--- src/rtl/multi_osc_pkg.sv ---
// multi_osc_pkg: shared types and helpers for the multi-channel DDS engine.
//   DAC_CMD       - upper nibble of every DAC command word
//   osc_state_e   - per-channel frame sequencer states
//   phase_wrap()  - modular phase add: (phase + freq) folded back below modulus
package multi_osc_pkg;

  localparam logic [3:0] DAC_CMD = 4'b0011;

  typedef enum logic [2:0] {
    ST_IDLE,
    ST_ADDR,
    ST_WAIT,
    ST_CAPTURE,
    ST_SEND,
    ST_HOLD
  } osc_state_e;

  // Both operands are below modulus, so one conditional subtract suffices.
  // The extra sum bit keeps the carry when phase+freq overflows the word.
  function automatic logic [31:0] phase_wrap(input logic [31:0] phase,
                                             input logic [31:0] freq,
                                             input logic [31:0] modulus);
    logic [32:0] sum;
    sum = {1'b0, phase} + {1'b0, freq};
    if (sum >= {1'b0, modulus}) sum = sum - {1'b0, modulus};
    return sum[31:0];
  endfunction

endpackage

--- src/rtl/sample_timer.sv ---
// sample_timer: free-running sample-period counter.
//   clock       in  system clock
//   reset       in  synchronous, active-high
//   sample_tick out one-cycle pulse while the counter sits on its last value
// Period is exactly SAMPLE_INTERVAL cycles; first tick SAMPLE_INTERVAL-1
// cycles after reset is released.
module sample_timer #(
  parameter int SAMPLE_INTERVAL = 1909
) (
  input  logic clock,
  input  logic reset,
  output logic sample_tick
);

  localparam int TW = (SAMPLE_INTERVAL > 1) ? $clog2(SAMPLE_INTERVAL) : 1;
  localparam logic [TW-1:0] LAST = TW'(SAMPLE_INTERVAL - 1);

  logic [TW-1:0] timer_q, timer_d;

  always_comb begin
    timer_d = (timer_q == LAST) ? '0 : timer_q + 1'b1;
  end

  always_ff @(posedge clock) begin
    if (reset) timer_q <= '0;
    else       timer_q <= timer_d;
  end

  assign sample_tick = (timer_q == LAST) && !reset;

endmodule

--- src/rtl/multi_osc_engine.sv ---
// multi_osc_engine: multi-channel DDS oscillator core.
// Each sample tick walks every channel once: present the LUT address from the
// pre-increment phase, wait out the registered LUT, capture the sample into a
// 24-bit DAC command {0011, channel mask, sample}, strobe dac_send when the
// driver is free, then hold until the driver finishes.
// Ports:
//   clock, reset      system clock, synchronous active-high reset
//   freq_in/freq_load per-channel frequency words (ch0 in LSBs) + load strobe
//   lut_addr/lut_data external registered sine LUT (1-cycle latency)
//   dac_data/dac_send/dac_busy  serial DAC driver handshake
//   sample_tick       one-cycle pulse at start of each sample period
//   overrun           sticky: tick seen while a frame was still running
//   sync_in           (only with MULTI_OSC_SYNC_EN) zero all phases on tick
// Optional build macro: MULTI_OSC_SYNC_EN adds sync_in and the phase reset path.
module multi_osc_engine
  import multi_osc_pkg::*;
#(
  parameter int CHANNELS        = 2,
  parameter int SAMPLE_INTERVAL = 1909,
  parameter int PHASE_MOD       = 44000,
  parameter int PHASE_WIDTH     = 16,
  parameter int LUT_ADDR_WIDTH  = 11,
  parameter int LUT_SHIFT       = 5,
  parameter int SAMPLE_WIDTH    = 16
) (
`ifdef MULTI_OSC_SYNC_EN
  input  logic                            sync_in,
`endif
  input  logic                            clock,
  input  logic                            reset,
  input  logic [CHANNELS*PHASE_WIDTH-1:0] freq_in,
  input  logic                            freq_load,
  output logic [LUT_ADDR_WIDTH-1:0]       lut_addr,
  input  logic [SAMPLE_WIDTH-1:0]         lut_data,
  output logic [23:0]                     dac_data,
  output logic                            dac_send,
  input  logic                            dac_busy,
  output logic                            sample_tick,
  output logic                            overrun
);

  localparam int CW = (CHANNELS > 1) ? $clog2(CHANNELS) : 1;
  localparam logic [PHASE_WIDTH-1:0] FREQ_MAX = PHASE_WIDTH'(PHASE_MOD - 1);
  localparam logic [CW-1:0]          LAST_CH  = CW'(CHANNELS - 1);

  typedef logic [CHANNELS-1:0][PHASE_WIDTH-1:0] word_arr_t;

  osc_state_e                state_q, state_d;
  logic [CW-1:0]             ch_q, ch_d;
  logic                      hold_cnt_q, hold_cnt_d;
  word_arr_t                 phase_q, phase_d;
  word_arr_t                 shadow_q, shadow_d;
  word_arr_t                 freq_q, freq_d;
  word_arr_t                 freq_clamped;
  logic [LUT_ADDR_WIDTH-1:0] lut_addr_q, lut_addr_d;
  logic [23:0]               dac_data_q, dac_data_d;
  logic                      dac_send_q, dac_send_d;
  logic                      overrun_q, overrun_d;
  logic                      tick_accept;
  logic                      sync_zero;

  sample_timer #(
    .SAMPLE_INTERVAL(SAMPLE_INTERVAL)
  ) u_timer (
    .clock      (clock),
    .reset      (reset),
    .sample_tick(sample_tick)
  );

  // A tick only starts a frame from IDLE; otherwise it is dropped entirely.
  assign tick_accept = sample_tick && (state_q == ST_IDLE);

`ifdef MULTI_OSC_SYNC_EN
  assign sync_zero = tick_accept && sync_in;
`else
  assign sync_zero = 1'b0;
`endif

  always_comb begin
    freq_clamped = '0;
    for (int c = 0; c < CHANNELS; c++) begin
      freq_clamped[c] = (freq_in[c*PHASE_WIDTH +: PHASE_WIDTH] > FREQ_MAX) ?
                        FREQ_MAX : freq_in[c*PHASE_WIDTH +: PHASE_WIDTH];
    end
  end

  // State register and all datapath flops
  always_ff @(posedge clock) begin
    if (reset) begin
      state_q    <= ST_IDLE;
      ch_q       <= '0;
      hold_cnt_q <= 1'b0;
      phase_q    <= '0;
      shadow_q   <= '0;
      freq_q     <= '0;
      lut_addr_q <= '0;
      dac_data_q <= '0;
      dac_send_q <= 1'b0;
      overrun_q  <= 1'b0;
    end else begin
      state_q    <= state_d;
      ch_q       <= ch_d;
      hold_cnt_q <= hold_cnt_d;
      phase_q    <= phase_d;
      shadow_q   <= shadow_d;
      freq_q     <= freq_d;
      lut_addr_q <= lut_addr_d;
      dac_data_q <= dac_data_d;
      dac_send_q <= dac_send_d;
      overrun_q  <= overrun_d;
    end
  end

  // Next-state logic
  always_comb begin
    state_d    = state_q;
    ch_d       = ch_q;
    hold_cnt_d = hold_cnt_q;
    case (state_q)
      ST_IDLE: begin
        if (sample_tick) begin
          state_d = ST_ADDR;
          ch_d    = '0;
        end
      end
      ST_ADDR:    state_d = ST_WAIT;
      ST_WAIT:    state_d = ST_CAPTURE;
      ST_CAPTURE: state_d = ST_SEND;
      ST_SEND: begin
        if (!dac_busy) begin
          state_d    = ST_HOLD;
          hold_cnt_d = 1'b0;
        end
      end
      ST_HOLD: begin
        // First HOLD cycle is unconditional so the driver has time to raise busy.
        if (!hold_cnt_q) begin
          hold_cnt_d = 1'b1;
        end else if (!dac_busy) begin
          if (ch_q == LAST_CH) begin
            state_d = ST_IDLE;
          end else begin
            ch_d    = ch_q + 1'b1;
            state_d = ST_ADDR;
          end
        end
      end
      default: state_d = ST_IDLE;
    endcase
  end

  // Output / datapath logic
  always_comb begin
    shadow_d   = freq_load ? freq_clamped : shadow_q;
    freq_d     = freq_q;
    phase_d    = phase_q;
    lut_addr_d = lut_addr_q;
    dac_data_d = dac_data_q;
    dac_send_d = 1'b0;
    overrun_d  = overrun_q | (sample_tick && (state_q != ST_IDLE));

    if (tick_accept) begin
      // shadow_d already carries a same-cycle load, so it applies to this tick.
      freq_d = shadow_d;
      if (sync_zero) phase_d = '0;
    end

    case (state_q)
      ST_ADDR: begin
        lut_addr_d     = LUT_ADDR_WIDTH'(phase_q[ch_q] >> LUT_SHIFT);
        phase_d[ch_q]  = PHASE_WIDTH'(phase_wrap(32'(phase_q[ch_q]),
                                                 32'(freq_q[ch_q]),
                                                 32'(PHASE_MOD)));
      end
      ST_CAPTURE: dac_data_d = {DAC_CMD, 4'b0001 << ch_q, 16'(lut_data)};
      ST_SEND:    dac_send_d = !dac_busy;
      default: ;
    endcase
  end

  assign lut_addr = lut_addr_q;
  assign dac_data = dac_data_q;
  assign dac_send = dac_send_q;
  assign overrun  = overrun_q;

endmodule

--- config.mk ---
export PLATFORM = sky130hd
export DESIGN_NAME = multi_osc_engine
export DESIGN_NICKNAME = d
export VERILOG_FILES = /design/src/rtl/multi_osc_pkg.sv /design/src/rtl/sample_timer.sv /design/src/rtl/multi_osc_engine.sv
export SDC_FILE = /design/constraint.sdc
export NUM_CORES = 1
export LEC_CHECK = 0
export CORE_ASPECT_RATIO = 1.2
export CORE_MARGIN = 2
export CORE_UTILIZATION = 36
export DETAILED_ROUTE_END_ITERATION = 8
export PLACE_DENSITY = 0.64
export SYNTH_ARGS = -nofsm -noshare
export SYNTH_HDL_FRONTEND = slang
export SYNTH_SLANG_ARGS = --single-unit
--- constraint.sdc ---
create_clock -name clock -period 4.4 [get_ports clock]
set_clock_uncertainty 0.1 [all_clocks]
set_input_delay 0.88 -clock clock [delete_from_list [all_inputs] [get_ports clock]]
set_output_delay 0.88 -clock clock [all_outputs]
set_load 0.05 [all_outputs]
==> impl_metrics.yaml, run 1 <==
critical_path:
  critPathKind: "flip-flop to flip-flop"
  critical_path.endpoint: "phase_q[7]"
  critPathMaxFanout: 28
  critPathMaxStageDelay_ns: 0.46
  critPathLaunchType: "flip-flop"
  crit_chain: "buf_12, mux2_2, ha_1, and2_4, a221o_1, nor4_4, o21ai_1, o32ai_2, a311o_2, a31oi_4, buf_4, or3_1, a311oi_1"
  cp-end-kind: "flip-flop"
  cp.arrival_ns: 4.41
  crit_slowest_cell: "dfxtp_4"
  r2r_slack_ns: 0.22
  reg2regPathDepth: 13
  reg2reg_to: "phase_q[7]"
  required_ns: 4.63
  critical_path.startpoint: "ch_q"
  timing.rr.start: "ch_q"
routing:
  drc: 0
  vias: 6049
  drt_iter0_drc: 412
  drt-total-wl_um: 17400
  first_pass_iters: 5
  wl_per_cell_um: 14.9
  routed_via_density: 5.17
  antenna_left: 0
clock_tree:
  cts_root_buf: "clkbuf_16"
  clkTransAtPathRegs_ns: 0.07
  cts_sinks: 144
  cts_made_buffers: 17
  cts_hold_buffers: 0
  htreeDepth: 4
  clockBufferDepth: 2
  insertion_delay_ns: 0.43
  cts_tree: "yes"
global_route:
  antenna_found_initial: 0
  grt_pass1_wl_um: 28800
  grt_overflow: 0
  grt_max_degree: 66
  first_global_vias: 5796
  grt.total_usage_pct: 17.2
finish:
  fin_cells: 1169
  drive_above_1_share_pct: 13.5
  fin_util_pct: 45.9
  nNetsFinal: 972
  final_common_cell: "dfxtp_1"
  final_cell_mix: "dfxtp_1, nor2_1, clkdlybuf4s50_1"
  diodes: 0
  area_growth_syn_to_layout_pct: 24.2
min_path:
  hold_class: "flip-flop to flip-flop"
logic_synthesis:
  avgSynthCellArea_um2: 8.46
  yosysWarnings: 0
  synth_top_area_share_pct: 41.0
  yosysTopAreaCell: "dfxtp_1"
  synth_edf_count: 0
  ys_seq_area_share_pct: 41.0
  async_reset_ff_share_pct: 0
  syn_inst: 830
  netlist_area_um2: 7030
  ys_ff_latch: 144
  synth.area.top_cells: "dfxtp_1, nor2_1, mux2_2, o21ai_0, nand2_1"
  synth_ff_type: "dfxtp_1"
  synth.distinct_cells: 71
pwr:
  power.density_nw_per_um2: 340
  p_leak_nw: 3.28
  finalPower_mw: 2.96
  ir_drop_v: 0.000266
timing:
  maxSlewHeadroom_pct: 48.1
  drv_slew: 0
  period_share_pct: 95.1
  hold_viol_final: 0
  tightest_slew_ns: 0.774
  post-route-min-period_ns: 4.18
  fmax_mhz: 239
  finalSetupTns_ns: 0
  setup-violations-final: 0
place:
  gp_congestion: 0.927
  hpwlAfterDp_um: 12500
  port_buffers: 85
  placedCellCount: 1133
floorplan:
  die-width_um: 132
  dieArea_um2: 20700
  num_rows: 55
  ios: 90
  start_util_pct: 37.0
  core-area_um2: 19000
  die_y_um: 157
job:
  drv_cap: 0
run_status:
  status: "finished, final reports clean"
[worst max-delay path, delay by kind of cell, from the launching register on]
kind / cells / cell delay (ns)
AO/OA/AOI/OAI: 6 / 1.56
AND/OR/NAND/NOR: 3 / 0.84
flip-flops: 1 / 0.46
buffers and inverters: 2 / 0.43
multiplexers: 1 / 0.35
adder cells (fa/ha/maj): 1 / 0.35
[layer usage]
layer  track usage, %  part of all wire [%]  vias to the layer above
met5                0                     0                        -
met4             8.18                   3.1                        0
met3             2.87                   3.6                       30
met2             29.8                    49                      145
met1             20.9                    44                     2777
li1                 -                     -                     3097
[how the worst min path moves through the flow]
| stage | cells past startpoint | startpoint | endpoint | slack (ns) |
|---|---|---|---|---|
| final | 2 | phase_q[0] | phase_q[0] | 0.36 |
| after global routing | 2 | dac_data[3] | dac_data[3] | 0.37 |
| after CTS | 2 | phase_q[20] | phase_q[20] | 0.36 |
| after detailed placement | 2 | phase_q[20] | phase_q[20] | 0.35 |
| after global placement | 2 | phase_q[17] | phase_q[17] | 0.34 |
| after floorplan | 2 | phase_q[16] | phase_q[16] | 0.33 |
[kinds of logic after synthesis]
logic type      share of synthesized area (%)
compound gates                           19.2
mux                                      7.55
simple gates                             21.5
flops                                    41.0
fa+ha+maj                                3.67
buf+inv                                  5.04
other cells                            0.0534
xor+xnor                                 1.87
[layout make-up]
| cell class | instances | area [µm²] |
|---|---|---|
| fill | 1889 | 10300 |
| clock buffer | 17 | 425 |
| inverter | 8 | 30.0 |
| tap | 256 | 320 |
| clock inverter | 15 | 176 |
| timing repair buffer | 106 | 1010 |
| multi-input combinational | 623 | 3870 |
| sequential | 144 | 2890 |
[cell usage after synthesis, types with 9 or more instances]
master	count
a211oi_1	9
a21oi_1	56
a311oi_1	11
clkbuf_1	41
dfxtp_1	144
ha_1	19
mux2_2	32
mux2i_1	17
nand2_1	75
nand2b_1	9
nand3_1	50
nor2_1	117
nor2b_1	11
nor3_1	12
o21ai_0	61
o22ai_1	12
or3_1	9
[repair_timing]
| action | in CTS | in global routing |
|---|---|---|
| gates resized for setup | 0 | 10 |
| setup buffers | 0 | 3 |
| setup endpoints to repair | 0 | 15 |
[registers in the layout (all words and copies together), names as in the netlist]
register         count
state_q              3
dac_data            19
hold_cnt_q           1
lut_addr            11
phase_q             32
shadow_q            32
freq_q              32
u_timer.timer_q     11
ch_q                 1
dac_send             1
overrun              1
[per-stage QoR]
step	worst slack [ns]	hold WS, ns	instance area (µm²)
after CTS	0.0878	0.355	8640
after floorplan	0.0100	0.333	7040
after global routing	-0.00516	0.371	8720
after detailed placement	0.126	0.347	8040
after global placement	0.201	0.341	8040
final	0.215	0.355	8720
[where the power goes]
group / internal, mW / switching (mW)
Combinational: 0.0670 / 0.0767
Clock: 0.855 / 0.631
Sequential: 1.33 / 0.00703
Total: 2.25 / 0.715
No activity file was read; power rests on OpenSTA's default activity.
==> run 2, diff against run 1 <==
- SYNTH_HIERARCHICAL: unset -> 1
==> impl_metrics.yaml, run 2 <==
run_status:
  status: "finished, final reports clean"
critical_path:
  reg2regPathDepth: 12
  required_ns: 4.67
  critPathMaxFanout: 14
  critPathLaunchType: "flip-flop"
  cp-end-kind: "flip-flop"
  critPathKind: "flip-flop to flip-flop"
  cp.arrival_ns: 4.40
finish:
  nFillCells: 1881
  area_growth_syn_to_layout_pct: 25.3
  drive_above_1_share_pct: 12.5
  diodes: 0
  fin_area_um2: 8790
  final_common_cell: "nor2_1"
  reg_top3: "freq_q: 32 flops, phase_q: 32 flops, shadow_q: 32 flops"
  final_cell_mix: "nor2_1, dfxtp_1, clkdlybuf4s50_1"
  nNetsFinal: 971
routing:
  drc: 0
  drt_iter0_drc: 282
  routed_via_density: 5.10
  wl_per_cell_um: 14.4
  first_pass_iters: 4
  antenna_left: 0
  drt-total-wl_um: 16800
  vias: 5959
clock_tree:
  cts_hold_buffers: 0
  cts_made_buffers: 17
  cts_tree: "yes"
  insertion_delay_ns: 0.43
  cts_sinks: 144
  clockBufferDepth: 2
  htreeDepth: 4
  clkTransAtPathRegs_ns: 0.06
  cts_root_buf: "clkbuf_16"
timing:
  finalSetupTns_ns: 0
  setup-violations-final: 0
  post-route-min-period_ns: 4.14
  setup_ws_ns: 0.261
  hold_viol_final: 0
  fmax_mhz: 242
  whs_ns: 0.351
  period_share_pct: 94.1
  maxSlewHeadroom_pct: 50.3
  tightest_slew_ns: 0.746
  rsz0062_at_grt: "no"
  drv_slew: 0
global_route:
  grt.total_usage_pct: 16.7
  first_global_vias: 5702
  antenna_found_initial: 0
  grt_max_degree: 74
  grt_pass1_wl_um: 28100
  grt_overflow: 0
logic_synthesis:
  synth.distinct_cells: 69
  ys_seq_area_share_pct: 41.1
  ys_top_cells_by_count: "nor2_1, dfxtp_1, nand2_1"
  yosysWarnings: 6
  avgSynthCellArea_um2: 8.47
  syn_inst: 828
  async_reset_ff_share_pct: 0
  synth.area.top_cells: "dfxtp_1, nor2_1, a211oi_1, a21oi_1, mux2_2"
  netlist_area_um2: 7020
  yosysTopAreaCell: "dfxtp_1"
  synth_edf_count: 0
  synth_ff_type: "dfxtp_1"
  yosysMostFrequentCell: "nor2_1"
  synth_top_area_share_pct: 41.1
  ys_ff_latch: 144
pwr:
  pwr-share-clk_pct: 51.6
  p_comb_share_pct: 4.9
  power.density_nw_per_um2: 349
  p_switching_uw: 677
  intPower_mw: 2.39
  p_leak_nw: 3.27
  switching_share_pct: 22.1
  pwr-share-seq_pct: 43.5
  ir_drop_v: 0.000234
place:
  gp_congestion: 0.885
  port_buffers: 85
  dpl_worst_slack_ns: 0.135
  placed_area_um2: 8100
  hpwlAfterDp_um: 12200
floorplan:
  die-width_um: 131
  dieArea_um2: 20600
  core-area_um2: 19000
  ios: 90
  start_util_pct: 36.9
  die_y_um: 157
  num_rows: 55
min_path:
  hold_path_depth: 2
  hold_class: "flip-flop to flip-flop"
job:
  drv_cap: 0
-- run 2: changes by cell type after synthesis, sizes merged, moves of 9 or more --
cell	change
xnor2	+11
a21oi	+17
a311oi	-11
a211oi	+64
o21ai	-49
o22ai	-9
nand3	-39
nor2	+33
-- run 2: critical path: stages (launching register included) --
cell,delay [ns]
dfxtp_2,0.45
buf_4,0.27
mux2_2,0.36
ha_1,0.38
nor3_1,0.36
o31ai_1,0.11
a311oi_1,0.53
nor4b_4,0.10
or3b_4,0.28
a31oi_4,0.11
o31a_2,0.44
or4b_1,0.51
nand3_1,0.09
-- run 2: power by group through the flow --
stage | clock network, mW | registers [mW] | logic [mW]
final | 1.58 | 1.33 | 0.151
after CTS | 1.61 | 1.33 | 0.152
after floorplan | 0 | 1.36 | 0.0883
after global placement | 0 | 1.36 | 0.151
after detailed placement | 0 | 1.36 | 0.151
after global routing | 1.67 | 1.33 | 0.168
-- run 2: stage by stage --
stage / instances / power (mW) / utilization [%]
after floorplan: 831 / 1.45 / -
after global placement: 1133 / 1.51 / 42.6
after detailed placement: 1133 / 1.51 / 42.6
after CTS: 1165 / 3.09 / 46.1
after global routing: 1168 / 3.17 / 46.3
final: 1168 / 3.07 / 46.3
-- run 2: kinds of logic (layout without fill, tap and decap cells) --
group           after synthesis  in the layout  share of synthesized area [%]
flops                       144            144                           41.1
compound gates              225            225                           21.6
other cells                   1              4                         0.0535
simple gates                300            300                           19.3
xor+xnor                     24             24                           3.00
buf+inv                      66            147                           3.87
fa+ha+maj                    20             20                           3.67
mux                          48             48                           7.42
-- run 2: cell type report --
cell class	instances	area (µm²)	share of cell area, %
Clock buffer	20	457	5.19
Multi-Input combinational cell	621	3900	44.4
Inverter	8	30.0	0.341
Timing Repair Buffer	107	1010	11.5
Clock inverter	12	194	2.21
Tap cell	256	320	3.64
Sequential cell	144	2880	32.8
-- run 2: repair_timing --
| action | in CTS | in global routing |
|---|---|---|
| endpoints found under the setup margin | 0 | 17 |
| buffers inserted | 0 | 3 |
| resized for setup | 0 | 4 |
-- run 2: final timing paths --
check                                  from     endpoint  slack (ns)
worst max-delay path                   ch_q  phase_q[23]        0.26
worst min-delay path            dac_data[1]  dac_data[1]        0.35
worst max register to register         ch_q  phase_q[23]        0.26
worst min register to register  dac_data[1]  dac_data[1]        0.35
-- run 2: routing by layer --
metal | GRT usage, % | part of all wire [%] | vias to the layer above
met5 | 0 | 0 | -
met4 | 6.37 | 1.6 | 0
met3 | 3.67 | 3.2 | 17
met2 | 29.1 | 49 | 107
met1 | 20.4 | 46 | 2736
li1 | - | - | 3099
==> run 3, diff against run 2 <==
- GPL_ROUTABILITY_DRIVEN: unset -> 0
==> impl_metrics.yaml, run 3 (synthesis gave the netlist of run 2 again) <==
routing:
  drc: 0
  first_pass_iters: 7
  antenna_left: 0
  drt-total-wl_um: 16700
  vias: 5930
  routed_via_density: 5.09
  drt_iter0_drc: 335
  wl_per_cell_um: 14.3
clock_tree:
  cts_tree: "yes"
  clkTransAtPathRegs_ns: 0.06
  insertion_delay_ns: 0.42
  cts_root_buf: "clkbuf_16"
  cts_made_buffers: 17
  cts_sinks: 144
  clockBufferDepth: 2
  htreeDepth: 4
critical_path:
  critPathLaunchType: "flip-flop"
  critPathKind: "flip-flop to flip-flop"
  crit_slowest_cell: "nor3_1"
  cp.arrival_ns: 4.39
  crit_chain: "buf_4, mux2_2, ha_1, nand2_2, nor3_1, a21boi_1, xor2_1, or3_1, nor4_2, o21bai_1, a311o_1, a211oi_1"
  cp-end-kind: "flip-flop"
  critPathMaxFanout: 13
  critPathMaxStageDelay_ns: 0.47
  required_ns: 4.62
place:
  hpwlAfterDp_um: 12000
  port_buffers: 85
pwr:
  p_leak_nw: 3.25
  ir_drop_v: 0.000334
  power.density_nw_per_um2: 339
timing:
  rsz0062_at_grt: "no"
  hold_viol_final: 0
  post-route-min-period_ns: 4.17
  tightest_slew_ns: 0.797
  period_share_pct: 94.7
  finalSetupTns_ns: 0
  drv_slew: 0
  fmax_mhz: 240
  maxSlewHeadroom_pct: 46.9
  setup-violations-final: 0
finish:
  drive_above_1_share_pct: 12.2
  final_cell_mix: "nor2_1, dfxtp_1, clkdlybuf4s50_1"
  nFillCells: 1876
  fin_util_pct: 46.0
  reg_top3: "freq_q: 32 flops, phase_q: 32 flops, shadow_q: 32 flops"
  diodes: 0
  ff_latch_area_um2: 2890
  final_common_cell: "nor2_1"
  multiInputGateArea_um2: 3890
  nNetsFinal: 970
  area_growth_syn_to_layout_pct: 24.6
global_route:
  grt_overflow: 0
  grt.total_usage_pct: 16.6
  grt_max_degree: 71
  grt_pass1_wl_um: 27900
  antenna_found_initial: 0
  first_global_vias: 5562
min_path:
  hold_class: "flip-flop to flip-flop"
floorplan:
  ios: 90
  dieArea_um2: 20600
  core-area_um2: 19000
  start_util_pct: 36.9
  num_rows: 55
  die_y_um: 157
  die-width_um: 131
run_status:
  status: "finished, final reports clean"
job:
  drv_cap: 0
[run 3: cell count changes in the layout (fill, tap and decap cells not counted), sizes merged]
cell | before | now
buf | 24 | 23
inv | 14 | 11
bufinv | 4 | 3
clkinv | 1 | 5
clkinvlp | 1 | 0
[run 3: path summary, 6_finish.rpt]
path / startpoint / to / slack, ns / depth (start not counted)
worst min-delay path: dac_data[1] / dac_data[1] / 0.35 / 2
worst min register to register: dac_data[1] / dac_data[1] / 0.35 / 2
worst max register to register: ch_q / phase_q[14] / 0.23 / 12
worst max-delay path: ch_q / phase_q[14] / 0.23 / 12
[run 3: final cells by class]
| class | count | share of cell area, % |
|---|---|---|
| Clock inverter | 11 | 1.75 |
| Clock buffer | 20 | 5.22 |
| Tap cell | 256 | 3.66 |
| Inverter | 8 | 0.344 |
| Timing Repair Buffer | 106 | 11.5 |
| Multi-Input combinational cell | 621 | 44.5 |
| Sequential cell | 144 | 33.0 |
[run 3: repair_timing]
action	4_1_cts	5_1_grt
gates resized for setup	0	4
hold buffers	0	0
setup buffers	0	2
setup endpoints to repair	0	17
[run 3: worst max-delay path: cells and delay by family (launching register included)]
family | cells | cell delay [ns]
buf+inv | 1 | 0.25
flops | 1 | 0.43
xor+xnor | 1 | 0.22
compound gates | 4 | 0.92
fa+ha+maj | 1 | 0.43
simple gates | 4 | 1.31
mux | 1 | 0.40
[run 3: layer usage]
metal  global-route usage [%]  vias up  wire, µm
met1                     20.7     2699      7690
met3                     2.96       18       551
met5                        0        -         0
li1                         -     3095         -
met4                     6.42        0       296
met2                     28.6      118      8180
[run 3: power breakdown]
part	switching, mW	internal, mW	leakage (nW)
Clock	0.558	0.925	0.301
Sequential	0.00712	1.33	1.17
Combinational	0.0838	0.0675	1.78
[run 3: metrics by stage]
stage	total power, mW	hold WS (ns)	cells	setup slack [ns]	instance area [µm²]
final	2.97	0.351	1166	0.234	8740
after global routing	3.07	0.368	1166	0.0133	8740
after CTS	3.00	0.356	1164	0.0936	8710
after detailed placement	1.51	0.346	1133	0.109	8100
after global placement	1.51	0.341	1133	0.225	8100
after floorplan	1.45	0.333	831	0.000346	7030
